===== src/rtl/mips_exec_pkg.sv =====
// Shared widths and ALU function codes for the MIPS execute-side units.
package mips_exec_pkg;

   localparam int unsigned DW   = 32;
   localparam int unsigned NREG = 32;

   typedef enum logic [2:0] {
      ALU_AND  = 3'b000,
      ALU_OR   = 3'b001,
      ALU_ADD  = 3'b010,
      ALU_RSVD = 3'b011,
      ALU_ANDN = 3'b100,
      ALU_ORN  = 3'b101,
      ALU_SUB  = 3'b110,
      ALU_SLT  = 3'b111
   } alu_op_e;

endpackage


===== src/rtl/mips_regfile32.sv =====
// Register file: combinational reads, posedge write, r0 hard-wired to zero,
// async active-low clear. REGFILE_BYPASS_EN enables write-through bypass.
module mips_regfile32 #(
   parameter int unsigned DW   = mips_exec_pkg::DW,
   parameter int unsigned NREG = mips_exec_pkg::NREG,
   parameter int unsigned AW   = $clog2(NREG)
) (
   input  logic          clk,
   input  logic          reset_n,
   input  logic [AW-1:0] ra1,
   input  logic [AW-1:0] ra2,
   input  logic [AW-1:0] wa,
   input  logic          we,
   input  logic [DW-1:0] wd,
   output logic [DW-1:0] rd1,
   output logic [DW-1:0] rd2
);

   logic [DW-1:0] regs_q [NREG];
   logic [DW-1:0] regs_d [NREG];
   logic          wr_en;

   assign wr_en = we && (wa != '0);

   // Next-state array: copy current contents, overlay the WB write.
   always_comb begin
      regs_d = regs_q;
      if (wr_en) regs_d[wa] = wd;
   end

   // Storage with asynchronous clear; a write on a reset edge is lost.
   always_ff @(posedge clk or negedge reset_n) begin
      if (!reset_n) begin
         for (int unsigned i = 0; i < NREG; i++) regs_q[i] <= '0;
      end else begin
         regs_q <= regs_d;
      end
   end

   // Read ports: r0 masked; optional same-cycle bypass of the WB write,
   // suppressed during reset so reads stay zero while reset_n is low.
   always_comb begin
      rd1 = (ra1 == '0) ? '0 : regs_q[ra1];
      rd2 = (ra2 == '0) ? '0 : regs_q[ra2];
`ifdef REGFILE_BYPASS_EN
      if (reset_n && wr_en && (wa == ra1)) rd1 = wd;
      if (reset_n && wr_en && (wa == ra2)) rd2 = wd;
`endif
   end

endmodule


===== src/rtl/mips_exec_units.sv =====
// Execute-side core: register file, 16->32 sign extender and ALU.
// REGFILE_BYPASS_EN (optional) enables register-file write-through bypass.
module mips_exec_units #(
   parameter int unsigned DW   = mips_exec_pkg::DW,
   parameter int unsigned NREG = mips_exec_pkg::NREG
) (
   input  logic                     clk,
   input  logic                     reset_n,
   input  logic [$clog2(NREG)-1:0]  ra1,
   input  logic [$clog2(NREG)-1:0]  ra2,
   input  logic [$clog2(NREG)-1:0]  wa,
   input  logic                     we,
   input  logic [DW-1:0]            wd,
   output logic [DW-1:0]            rd1,
   output logic [DW-1:0]            rd2,
   input  logic [15:0]              imm_x,
   output logic [DW-1:0]            imm_y,
   input  logic [DW-1:0]            alu_a,
   input  logic [DW-1:0]            alu_b,
   input  logic [2:0]               alu_f,
   output logic [DW-1:0]            alu_y,
   output logic                     alu_zf
);

   import mips_exec_pkg::*;

   mips_regfile32 #(
      .DW   (DW),
      .NREG (NREG)
   ) u_regfile (
      .clk     (clk),
      .reset_n (reset_n),
      .ra1     (ra1),
      .ra2     (ra2),
      .wa      (wa),
      .we      (we),
      .wd      (wd),
      .rd1     (rd1),
      .rd2     (rd2)
   );

   assign imm_y = {{(DW-16){imm_x[15]}}, imm_x};

   logic slt;
   assign slt = $signed(alu_a) < $signed(alu_b);

   // ALU function decode; SLT uses a true signed compare, not the sign of A-B.
   always_comb begin
      alu_y = '0;
      case (alu_op_e'(alu_f))
         ALU_AND:  alu_y = alu_a & alu_b;
         ALU_OR:   alu_y = alu_a | alu_b;
         ALU_ADD:  alu_y = alu_a + alu_b;
         ALU_ANDN: alu_y = alu_a & ~alu_b;
         ALU_ORN:  alu_y = alu_a | ~alu_b;
         ALU_SUB:  alu_y = alu_a - alu_b;
         ALU_SLT:  alu_y = {{(DW-1){1'b0}}, slt};
         default:  alu_y = '0;
      endcase
   end

   assign alu_zf = (alu_y == '0);

endmodule


===== config.mk =====
export PLATFORM = sky130hd
export DESIGN_NAME = mips_exec_units
export DESIGN_NICKNAME = d
export VERILOG_FILES = /design/src/rtl/mips_exec_pkg.sv /design/src/rtl/mips_regfile32.sv /design/src/rtl/mips_exec_units.sv
export SDC_FILE = /design/constraint.sdc
export NUM_CORES = 2
export LEC_CHECK = 0
export CAP_MARGIN = 15
export CORE_ASPECT_RATIO = 0.75
export CORE_MARGIN = 5
export CORE_UTILIZATION = 43
export CTS_CLUSTER_DIAMETER = 200
export DETAILED_ROUTE_END_ITERATION = 10
export GPL_ROUTABILITY_DRIVEN = 1
export PLACE_DENSITY = 0.58
export SYNTH_ARGS = -nofsm -noshare
export SYNTH_HDL_FRONTEND = slang
export SYNTH_SLANG_ARGS = --single-unit

===== constraint.sdc =====
create_clock -name clk -period 6.4 [get_ports clk]
set_input_delay 1.28 -clock clk [delete_from_list [all_inputs] [get_ports clk]]
set_output_delay 1.28 -clock clk [all_outputs]
set_load 0.02 [all_outputs]

# Word-level counts from Yosys, hierarchy flattened

Index checks and enable logic that the tools add are counted.

Add/subtract/negate cells: 2
$lt $le $gt $ge: 5
Eq/ne operators: 6
Muxes and demuxes: 12
Bitwise gates (word level): 8
Reduce and logical (&&, ||, !) cells: 7

Operators by type and width:

| kind                                                                         | count |
|---|---|
| 1024-bit bitwise mux                                                         | 1 |
| 32-bit binary-select mux with 5-bit select                                   | 2 |
| 32-bit two-way mux                                                           | 7 |
| 32-bit one-hot mux with 7 select lines                                       | 1 |
| 32-bit demux with 5-bit select                                               | 1 |
| 32-bit AND                                                                   | 2 |
| 32-bit OR                                                                    | 2 |
| 32-bit adder                                                                 | 1 |
| 32-bit logical NOT                                                           | 1 |
| 32-bit less-than comparator                                                  | 1 |
| 32-bit inverter                                                              | 1 |
| 32-bit subtractor                                                            | 1 |
| 6-bit >= comparator, second input constant                                   | 3 |
| 5-bit inverter with 6-bit output                                             | 3 |
| 3-bit equality test, second input constant                                   | 4 |
| 5-bit logical NOT                                                            | 2 |
| 6-bit by 1-bit less-than comparator with 1-bit output, second input constant | 1 |
| 5-bit nonzero test                                                           | 1 |
| 3-bit by 1-bit equality test with 1-bit output, second input constant        | 1 |
| 3-bit by 2-bit equality test with 1-bit output, second input constant        | 1 |
| 3-bit logical NOT                                                            | 1 |
| 1-bit logical AND                                                            | 2 |

Bits in registers: 1024
Input port bits: 133
Output and inout port bits: 129
Word-level logic and storage cells: 72

# Depth between registers and ports, before layout

Word-level depth: 6
Depth in mapped cells: 15
Gate-level depth less buffers: 15

# By module

Synthesis repeated with hierarchy kept, for this count alone.

Cells, all modules: 4292
Area total of the unflattened synthesis: 59285.6 sq um

Modules (own cells, without submodules):

| module          | instances | cells an instance | area an instance (sq um) | seq. area each (sq um) |
|---|---|---|---|---|
| mips_regfile32  | 1         | 3513              | 54075.6                  | 25624.6 |
| mips_exec_units | 1         | 779               | 5210.0                   | 0.0 |

# Least setup slack after synthesis

Ideal clock, no wire load.

Kind: input to output
Start: in alu_a[0]
End: out alu_zf
Data arrival time: 5054 ps
Required time: 5120 ps
Slack: 66 ps
Stages on the path: 15
Path buffers: 0
Path through: inv_1 ha_1 inv_1 fa_1 a21oi_1 o211ai_1 a211oi_1 nor3b_1 or4_1 a32o_2 a2111oi_4 nand4_1 or4_1 or4b_1 nor2_1

Longest elaborated chain between the ends: 3
Elaborated cells on any way between the ends: 9
Those cells by class: add/sub (2); order compare (1); mux (1); bitwise (4); reduce/logical (1)

RTL lines:

| element                                                  | RTL line                                     | text |
|---|---|---|
| start: declaration                                       | mips_exec_units.sv:18                        | `input logic [DW-1:0] alu_a,` |
| 32-bit subtractor / 32-bit adder (equally long branches) | mips_exec_units.sv:56, mips_exec_units.sv:53 |  |
| 32-bit one-hot mux with 7 select lines *                 | mips_exec_units.sv:50                        | `case (alu_op_e'(alu_f))` |
| via alu_y[16]                                            | mips_exec_units.sv:21                        | `output logic [DW-1:0] alu_y,` |
| 32-bit logical NOT *                                     | mips_exec_units.sv:62                        | `assign alu_zf = (alu_y == '0);` |
| end: declaration                                         | mips_exec_units.sv:22                        | `output logic alu_zf` |

Mark *: on every way through the listed nets, which the timed path passes. The rest lies on a longest branch.

# Final worst setup path

Start: in alu_a[14]
End: out alu_zf

Longest elaborated chain between the ends: 3
Elaborated cells on any way between the ends: 9
Those cells by class: add/sub (2); order compare (1); mux (1); bitwise (4); reduce/logical (1)

RTL lines:

| element                                   | RTL line              | text |
|---|---|---|
| 32-bit subtractor (tied with other cells) | mips_exec_units.sv:56 | `ALU_SUB: alu_y = alu_a - alu_b;` |
| 32-bit one-hot mux with 7 select lines *  | mips_exec_units.sv:50 |  |
| 32-bit logical NOT *                      | mips_exec_units.sv:62 |  |

Mark *: on every way between the ends. The rest lies on a longest branch, timed or not.

==> impl_metrics.tcl <==
set metrics [dict create \
    antenna_found_initial 9 \
    syn_inst 4067 \
    ys_seq_elements 1024 \
    cts_made_buffers 101 \
    fp.dieH_um 331.6 \
    grt_start_max_net_pins 162 \
    wl_per_cell_um 29.47 \
    power_density_nw_per_um2 286.0 \
    largest_register_ffs 1024 \
    clk_pin_slew_worst_paths_ps 60 \
    hold_viol 0 \
    grt_overflow 0 \
    failed_checks "negative setup slack" \
    post-route-drc-count 0 \
    crit_path_end_kind "output pin" \
    clkPwrFrac 0.311 \
    switching_share 0.2790 \
    final_cell_mix "dfrtp_1 (1024), mux2_2 (993), mux4_2 (640), buf_4 (419), clkdlybuf4s50_1 (161)" \
    cap_violations 0 \
    final-setup-viol-count 1 \
    p_int_mw 14.43 \
    hpwl_um 111800 \
    final_common_cell "dfrtp_1" \
    fin_nets 4579 \
    combPwrFrac 0.261 \
    gp_congestion 0.9303 \
    seq_power_share 0.428 \
    area_growth_pct 18.02 \
    ys.flop_type "dfrtp_1" \
    cts.sinks 1024 \
    yosysWarnings 0 \
    synthArstFlopShare 1.000 \
    max_slew_margin 0.1594 \
    synth.net_count 4265 \
    finalCritPeriodShare 1.065 \
    setup_slack_ps -414.9 \
    pin_count 262 \
    switchingPower_mw 5.584 \
    final_max_slew_viol_count 0 \
    fill_cells 11870 \
    worstSetupPathType "in2out" \
    fin_skew_ps 0 \
    cp.required_ps 5120 \
    top_regs "u_regfile.regs_q (1024)" \
    hold_buffers 0 \
    num_vias 39110 \
    h-tree-depth 3 \
    grt_pass1_wl_um 279200 \
    first_pass_iters 5 \
    post-route-min-period_ps 6815 \
    start_kind "input port" \
    leakagePower_nw 30.19 \
    drive_gt1_frac 0.5393 \
    synth_enable_flop_cells 0 \
    drtAntennaViolNets 0 \
    whs_ps 393.0 \
    cts-root-buf "clkbuf_16" \
    first_iter_violations 3339 \
    floorplan.initialDensity 0.4309 \
    viasPerCell 6.181 \
    dieArea_um2 145500 \
    grt_pass1_vias 40610 \
    crit_fanout 7 \
    numPortBuffers 213 \
    clock.fmax_mhz 146.7 \
    totalWireLength_um 186500 \
    fin_util 0.5086 \
    grt_usage 0.2558 \
    die_w_um 438.8 \
    largest_register "u_regfile.regs_q" \
    peakVddDrop_v 0.0002157 \
    arrival_ps 5530 \
    hold_class "reg2reg" \
    cts_tree "built" \
    rsz0062_at_grt "true" \
    netlist_area_um2 59290 \
    run_status "finished with violations" \
    max_slew.worst_pin.slew_ps 1258 \
    rows 118 \
    ys_types 86 \
    core_area_um2 137600 \
    setup_tns_ps -414.9 \
    avgSynthCellArea_um2 14.58 \
    cts_buffer_depth 3 \
    clock_latency_ps 700 \
    ys_seq_area_frac 0.4322 \
]
-- layer usage --
| metal | vias up | global-route usage | wire, um |
|---|---|---|---|
| li1 | 16370 | - | - |
| met1 | 21240 | 0.3722 | 83170 |
| met2 | 1207 | 0.4025 | 87800 |
| met3 | 288 | 0.04396 | 10570 |
| met4 | 4 | 0.06338 | 4920 |
| met5 | - | 0 | 23 |
-- repair_timing --
action                                  in CTS  in global routing
pin swaps                                   27                 24
setup buffers                               36                  6
gates resized for setup                    131                 34
hold endpoints to repair                     0                  0
endpoints found under the setup margin      10                  8
-- area by class of cell --
cell class	count	area, um2	area share
multi-input cells	2515	32210	0.4603
clock buffers	149	3033	0.04334
diodes	6	15.01	0.0002145
flip-flops and latches	1024	25620	0.3662
well taps	1860	2327	0.03326
clock inverters	34	394.1	0.005632
repair buffers	676	6135	0.08766
inverters	63	239.0	0.003415
-- critical path, stage by stage --
cell	delay [ps]
clkdlybuf4s50_1	560
ha_2	360
or2_2	320
o21bai_1	200
a21oi_2	240
nor3_1	100
a21boi_2	180
a31o_2	240
a2bb2oi_2	180
or4b_4	520
or4_4	590
or4b_4	490
nor2_1	110
buf_4	140
-- stage by stage --
step	worst slack (ps)	total power [mW]	area (um2)	std cells
global route	-537.6	20.92	69980	6327
floorplan	65.55	11.95	59290	4067
finish	-414.9	20.02	69980	6327
CTS	-427.4	20.13	69800	6313
global placement	-1354	13.66	65750	6093
detailed placement	-1400	13.81	65770	6094
-- Yosys cell counts, types with 27 or more instances --
master	instances	area, um2
a21oi_1	79	395.4
buf_1	100	375.4
buf_4	33	247.7
clkbuf_1	316	1186
dfrtp_1	1024	25620
ha_1	63	788.3
inv_1	63	236.5
mux2_2	993	11180
mux2i_1	71	710.7
mux4_2	640	14410
nand2_1	73	274.0
nor2_1	162	608.1
nor3_1	27	135.1
o21ai_0	54	270.3
-- power by group through the flow --
| stage | clock [mW] | combinational, mW | sequential [mW] |
|---|---|---|---|
| global route | 6.63 | 5.58 | 8.71 |
| detailed placement | 0 | 5.17 | 8.64 |
| CTS | 6.37 | 5.23 | 8.53 |
| floorplan | 0 | 3.60 | 8.35 |
| global placement | 0 | 5.09 | 8.57 |
| finish | 6.23 | 5.22 | 8.56 |
-- cell families (layout without fill, tap and decap cells) --
family          Yosys count  count (layout)  synth area share
compound gates          309             309           0.03532
flops                  1024            1024            0.4322
buf+inv                 528             922           0.03596
mux                    1704            1704            0.4437
other cells               0               6                 0
fa+ha+maj                80              80           0.01650
simple gates            385             385           0.03093
xor+xnor                 37              37          0.005465
-- worst paths after layout --
check	slack [ps]	cells past startpoint	end	startpoint
setup / recovery	-410	14	alu_zf	alu_a[14]
hold / removal	390	0	u_regfile.regs_q[1021]	u_regfile.regs_q[1021]
setup reg to reg	5590	1	u_regfile.regs_q[838]	u_regfile.regs_q[838]
hold reg to reg	390	0	u_regfile.regs_q[1021]	u_regfile.regs_q[1021]
max in group asynchronous	4380	2	u_regfile.regs_q[743]	reset_n
min in group asynchronous	600	1	u_regfile.regs_q[787]	reset_n
No activity file was read; power rests on OpenSTA's default activity.
